## src/rtl/pwm_envelope_gen_pkg.sv

```systemverilog
// rtl/pwm_envelope_gen_pkg.sv - shared encodings and sizing for the PWM envelope generator
package pwm_envelope_gen_pkg;

  localparam int CNT_W_DEFAULT = 6;

  typedef enum logic [1:0] {
    ST_IDLE = 2'b00,
    ST_RUN  = 2'b01,
    ST_FADE = 2'b10
  } state_t;

  typedef enum logic [1:0] {
    MODE_SQUARE   = 2'b00,
    MODE_TRIANGLE = 2'b01,
    MODE_SAW      = 2'b10,
    MODE_FULL     = 2'b11
  } mode_t;

  // Duty word needs one extra bit so that "always on" (2^CNT_W) is representable.
  function automatic int duty_w(input int cnt_w);
    return cnt_w + 1;
  endfunction

endpackage

```

## src/rtl/pwm_envelope_gen_switch_debounce.sv

```systemverilog
// rtl/pwm_envelope_gen_switch_debounce.sv - synchronizer plus stability-counter debouncer for a raw switch
module switch_debounce #(
  parameter int DEBOUNCE_W = 16
) (
  input  logic sysclk,
  input  logic reset,
  input  logic raw,
  output logic clean
);

  logic                  r_sync1;
  logic                  r_sync2;
  logic                  r_clean;
  logic [DEBOUNCE_W-1:0] r_cnt;

  // Two-flop synchronizer for the asynchronous switch input.
  always_ff @(posedge sysclk or posedge reset) begin
    if (reset) begin
      r_sync1 <= 1'b0;
      r_sync2 <= 1'b0;
    end else begin
      r_sync1 <= raw;
      r_sync2 <= r_sync1;
    end
  end

  // Accept a new level only after it has disagreed with the clean value for the full counter span.
  always_ff @(posedge sysclk or posedge reset) begin
    if (reset) begin
      r_cnt   <= '0;
      r_clean <= 1'b0;
    end else if (r_sync2 == r_clean) begin
      r_cnt <= '0;
    end else if (&r_cnt) begin
      r_clean <= r_sync2;
      r_cnt   <= '0;
    end else begin
      r_cnt <= r_cnt + 1'b1;
    end
  end

  assign clean = r_clean;

endmodule

```

## src/rtl/pwm_envelope_gen.sv

```systemverilog
// rtl/pwm_envelope_gen.sv - carrier counter, waveform shaping and IDLE/RUN/FADE duty sequencing
module pwm_envelope_gen
  import pwm_envelope_gen_pkg::*;
#(
  parameter int CNT_W      = CNT_W_DEFAULT,
  parameter int DEBOUNCE_W = 16,
  parameter int FADE_STEP  = 4
) (
  input  logic             sysclk,
  input  logic             reset,
  input  logic             enable_sw,
  input  logic [1:0]       mode_sw,
  output logic [CNT_W-1:0] carrier_cnt,
  output logic [CNT_W:0]   duty_cycle,
  output logic             duty_update,
  output logic             enable_clean,
  output logic [1:0]       state
);

  localparam int                DUTY_W = duty_w(CNT_W);
  localparam logic [DUTY_W-1:0] FULL   = DUTY_W'(1 << CNT_W);
  localparam logic [DUTY_W-1:0] STEP   = DUTY_W'(FADE_STEP);
  localparam logic [CNT_W-1:0]  Q1     = CNT_W'(1 << (CNT_W - 2));
  localparam logic [CNT_W-1:0]  Q3     = CNT_W'(3 << (CNT_W - 2));
  localparam logic [CNT_W-1:0]  HALF   = CNT_W'(1 << (CNT_W - 1));

  logic [CNT_W-1:0]  r_carrier;
  logic [1:0]        r_mode_s1;
  logic [1:0]        r_mode_s2;
  mode_t             r_mode;
  logic [CNT_W-1:0]  r_phase;
  logic [CNT_W-1:0]  r_amp;
  logic [DUTY_W-1:0] r_duty;
  logic              r_update;
  state_t            r_state;

  logic              w_tick;
  logic              w_clean;
  state_t            w_next_state;
  logic [DUTY_W-1:0] w_duty_next;
  logic [DUTY_W-1:0] w_target;

  switch_debounce #(
    .DEBOUNCE_W(DEBOUNCE_W)
  ) u_enable_debounce (
    .sysclk(sysclk),
    .reset (reset),
    .raw   (enable_sw),
    .clean (w_clean)
  );

  assign w_tick = &r_carrier;

  // Free-running carrier shared with the downstream comparators.
  always_ff @(posedge sysclk or posedge reset) begin
    if (reset) begin
      r_carrier <= '0;
    end else begin
      r_carrier <= r_carrier + 1'b1;
    end
  end

  // Mode select: synchronize, then latch only while idle or at a waveform cycle boundary.
  always_ff @(posedge sysclk or posedge reset) begin
    if (reset) begin
      r_mode_s1 <= 2'b00;
      r_mode_s2 <= 2'b00;
      r_mode    <= MODE_SQUARE;
    end else begin
      r_mode_s1 <= mode_sw;
      r_mode_s2 <= r_mode_s1;
      if (r_state == ST_IDLE || (w_tick && (&r_phase))) begin
        r_mode <= mode_t'(r_mode_s2);
      end
    end
  end

  // Waveform phase and square amplitude advance once per carrier period while active.
  always_ff @(posedge sysclk or posedge reset) begin
    if (reset) begin
      r_phase <= '0;
      r_amp   <= '0;
    end else if (r_state == ST_IDLE || (w_tick && w_next_state == ST_IDLE)) begin
      r_phase <= '0;
      r_amp   <= '0;
    end else if (w_tick) begin
      r_phase <= r_phase + 1'b1;
      if (&r_phase) begin
        r_amp <= r_amp + 1'b1;
      end
    end
  end

  // Shape the target duty for the current phase; triangle falling half is 2*(~phase).
  always_comb begin
    w_target = '0;
    case (r_mode)
      MODE_SQUARE: begin
        if (r_phase >= Q1 && r_phase < Q3) begin
          w_target = {1'b0, r_amp};
        end
      end
      MODE_TRIANGLE: begin
        if (r_phase < HALF) begin
          w_target = {r_phase, 1'b0};
        end else begin
          w_target = {~r_phase, 1'b0};
        end
      end
      MODE_SAW:  w_target = {1'b0, r_phase};
      MODE_FULL: w_target = FULL;
      default:   w_target = '0;
    endcase
  end

  // Sequencer: every decision and duty load happens only at the period tick.
  always_comb begin
    w_next_state = r_state;
    w_duty_next  = r_duty;
    if (w_tick) begin
      case (r_state)
        ST_IDLE: begin
          w_duty_next = '0;
          if (w_clean) begin
            w_next_state = ST_RUN;
            w_duty_next  = w_target;
          end
        end
        ST_RUN: begin
          if (w_clean) begin
            w_duty_next = w_target;
          end else begin
            w_next_state = ST_FADE;
          end
        end
        ST_FADE: begin
          if (w_clean) begin
            w_next_state = ST_RUN;
            w_duty_next  = w_target;
          end else if (r_duty <= STEP) begin
            w_next_state = ST_IDLE;
            w_duty_next  = '0;
          end else begin
            w_duty_next = r_duty - STEP;
          end
        end
        default: begin
          w_next_state = ST_IDLE;
          w_duty_next  = '0;
        end
      endcase
    end
  end

  // State, duty register and the change pulse that marks a new duty word.
  always_ff @(posedge sysclk or posedge reset) begin
    if (reset) begin
      r_state  <= ST_IDLE;
      r_duty   <= '0;
      r_update <= 1'b0;
    end else begin
      r_state  <= w_next_state;
      r_duty   <= w_duty_next;
      r_update <= (w_duty_next != r_duty);
    end
  end

  assign carrier_cnt  = r_carrier;
  assign duty_cycle   = r_duty;
  assign duty_update  = r_update;
  assign enable_clean = w_clean;
  assign state        = r_state;

endmodule

```

## config.mk

```make
export PLATFORM = sky130hd
export DESIGN_NAME = pwm_envelope_gen
export DESIGN_NICKNAME = d
export VERILOG_FILES = /design/src/rtl/pwm_envelope_gen_pkg.sv /design/src/rtl/pwm_envelope_gen_switch_debounce.sv /design/src/rtl/pwm_envelope_gen.sv
export SDC_FILE = /design/constraint.sdc
export NUM_CORES = 1
export LEC_CHECK = 0
export CAP_MARGIN = 20
export CORE_MARGIN = 3
export CORE_UTILIZATION = 55
export DETAILED_ROUTE_END_ITERATION = 8
export HOLD_SLACK_MARGIN = 0.06
export PLACE_DENSITY = 0.78
export SLEW_MARGIN = 0
export SYNTH_ARGS = -nofsm -noshare
export SYNTH_HDL_FRONTEND = slang
export SYNTH_SLANG_ARGS = --single-unit
```

## constraint.sdc

```tcl
create_clock -name sysclk -period 2.7 [get_ports sysclk]
set_input_delay 0.675 -clock sysclk [delete_from_list [all_inputs] [get_ports sysclk]]
set_output_delay 0.675 -clock sysclk [all_outputs]
set_load 0.005 [all_outputs]
```

==> impl_metrics.toml <==
[worst_hold_path]
hp-class = "flop to flop"

[yosys]
synth-edff-count = 0
yosysWarnings = 0
synthArstFlopShare_pct = 100
ys_seq_area_share_pct = 43.7
synth_cell_types = 62
avgSynthCellArea_um2 = 9.54
ys_ff_latch = 53
syn_nets = 330
synthCells = 318
netlist_area_mm2 = 0.00303
ys.flop_type = "dfrtp_1"

[pwr]
fin_total_pwr_w = 0.00141
p_leak_nw = 1.42
power.density_mw_per_mm2 = 419
ir_worst_vdd_v = 0.000293

[floorplanning]
die_w_um = 80.3
io_pins = 22
die_area_mm2 = 0.00644
start_util_pct = 58.3
fp.dieH_um = 80.3
coreArea_mm2 = 0.00520
num_rows = 26

[clocking]
post_cts_resized = 0
htree_levels = 2
cts_tree = "built"
cts_setup_buffers = 0
cts_num_sinks = 53
clock-root-buffer = "clkbuf_8"
clk_latency_ns = 0.30
path_clk_slew_ns = 0.10
postCtsHoldBufs = 0
cts_buffers = 5
clockBufferDepth = 2

[drt]
wl_per_cell_um = 15.3
vias_per_cell = 5.75
ant_nets = 0
drc = 0
first_pass_iters = 4
num_vias = 2334
first_iter_violations = 161
routed_wl_um = 6230

[setup_path]
crit_buf_inv = 1
cp_slowest_stage_delay_ns = 0.47
path_class = "flop to flop"
cp_cell_sequence = "inv_1, ha_1, or3b_4, a21o_1, nor2_1, o21ai_1, a21oi_2, nor2_1"
critPathMostFrequentCell = "nor2_1"
critPathLaunchType = "flop"
worstPathRequired_ns = 2.87
slowest_stage = "dfrtp_1"
crit_fanout = 12
worstSetupEndpointType = "flop"
arrival_ns = 2.45
crit_family = "compound AO/OA/AOI/OAI gates"

[global_route]
first_global_vias = 2286
grt_max_degree = 27
antenna_found_initial = 0
track_usage_pct = 21.4
grt-ovfl-total = 0
grt_pass1_wl_um = 10800

[timing]
drv_slew = 0
whs_ns = 0.359
rsz0062_at_grt = "false"
finalCritPeriodShare_pct = 84.2
final-setup-viol-count = 0
skew_ns = 0.00507
hold_viol = 0
clock.fmax_ghz = 0.440
period_minus_slack_ns = 2.27
tightest_slew_ns = 0.537
relSlewSlack_pct = 64.2
setup_tns_ns = 0

[final_layout]
finalNonFillerCells = 406
nets = 347
fillers = 434
area_growth_pct = 10.9
diodes = 0
fin_util_pct = 64.6
drive_gt1_share_pct = 10.7

[placed_design]
io_buffers = 21
hpwl_um = 4540
dp.cells = 398
gp_congestion = 0.977

[job]
cap_violations = 0

[status]
status = "completed"
-- cell usage in the layout (no fill, tap or decap), drive strengths merged, types with 3 or more instances in the layout --
| cell type | Yosys | layout |
|---|---|---|
| nand2 | 26 | 26 |
| o21ai | 13 | 13 |
| nor2 | 43 | 43 |
| o32ai | 4 | 4 |
| nand3 | 11 | 11 |
| or2 | 3 | 3 |
| xor2 | 22 | 22 |
| dfrtp | 53 | 53 |
| nand4 | 9 | 9 |
| nor4 | 5 | 5 |
| clkbuf | 4 | 5 |
| and2 | 3 | 3 |
| buf | 12 | 5 |
| inv | 14 | 15 |
| xnor2 | 12 | 12 |
| clkdlybuf4s50 | 0 | 21 |
| and4 | 4 | 4 |
| and3 | 5 | 5 |
| mux2 | 3 | 3 |
| a21oi | 16 | 16 |
| ha | 7 | 7 |
| nand3b | 5 | 5 |
| nor3 | 7 | 7 |
-- final timing paths --
kind / startpoint / to / slack, ns / depth (start not counted)
max: duty_cycle[3] / r_amp[3] / 0.43 / 8
min: u_enable_debounce.r_sync1 / u_enable_debounce.r_sync2 / 0.36 / 0
max reg2reg: duty_cycle[3] / r_amp[3] / 0.43 / 8
min reg2reg: u_enable_debounce.r_sync1 / u_enable_debounce.r_sync2 / 0.36 / 0
max in group asynchronous: reset / duty_cycle[4] / 1.51 / 3
min in group asynchronous: reset / carrier_cnt[0] / 0.60 / 2
-- cells by family after synthesis --
| group | count (synthesis) | share of synthesized area, % |
|---|---|---|
| DFF | 53 | 43.7 |
| buffers and inverters | 30 | 5.82 |
| and+or+nand+nor | 131 | 22.7 |
| AOI/OAI and AO/OA | 60 | 13.9 |
| xor gates and xnor gates | 34 | 9.82 |
| adders and majority gates | 7 | 2.89 |
| muxes | 3 | 1.11 |
-- synth_stat cells (7+ instances only) --
cell     instances  share of area, %
a21oi_1         14               2.3
dfrtp_1         53                44
ha_1             7               2.9
inv_1           14               1.7
nand2_1         25               3.1
nand3_1         11               1.8
nand4_1          9               1.9
nor2_1          43               5.3
nor3_1           7               1.2
o21ai_0         12               2.0
xnor2_1         12               3.5
xor2_1          22               6.4
-- layer usage --
metal / track usage [%] / up-vias / part of all wire [%] / routed length [um]
met5: 0 / - / 0 / 0
met4: 6.93 / 0 / 0.93 / 58
met3: 3.92 / 8 / 5.0 / 312
met2: 34.8 / 68 / 48 / 2990
met1: 28.9 / 1109 / 46 / 2870
li1: - / 1149 / - / -
-- layout make-up --
type | count | area [um^2] | area share, %
flip-flops and latches | 53 | 1330 | 39.4
repair buffers | 26 | 248 | 7.37
clock buffers | 5 | 68.8 | 2.05
inverters | 14 | 52.6 | 1.56
well taps | 70 | 87.6 | 2.60
clock inverters | 3 | 50.0 | 1.49
multi-input cells | 235 | 1530 | 45.5
-- report_power, final --
part           switching, W  internal, W
registers        0.00000944     0.000803
clock network      0.000273     0.000284
logic             0.0000236    0.0000146
total              0.000306      0.00110
-- through the flow --
| stage | cell area (um^2) | worst slack (ns) |
|---|---|---|
| 4_1_cts | 3360 | 0.409 |
| 3_3_place_gp | 3240 | 0.499 |
| 2_1_floorplan | 3030 | 0.687 |
| 6_report | 3360 | 0.426 |
| 3_5_place_dp | 3240 | 0.425 |
| 5_1_grt | 3360 | 0.219 |
-- state kept, by name, indices dropped and copies added (netlist names) --
| name | cells |
|---|---|
| r_mode | 2 |
| duty_update | 1 |
| u_enable_debounce.r_cnt | 16 |
| carrier_cnt | 6 |
| r_amp | 6 |
| r_mode_s1 | 2 |
| u_enable_debounce.r_sync1 | 1 |
| r_mode_s2 | 2 |
| duty_cycle | 7 |
| r_phase | 6 |
| u_enable_debounce.r_sync2 | 1 |
| state | 2 |
| u_enable_debounce.clean | 1 |
Power figures use the tool's default switching activity.
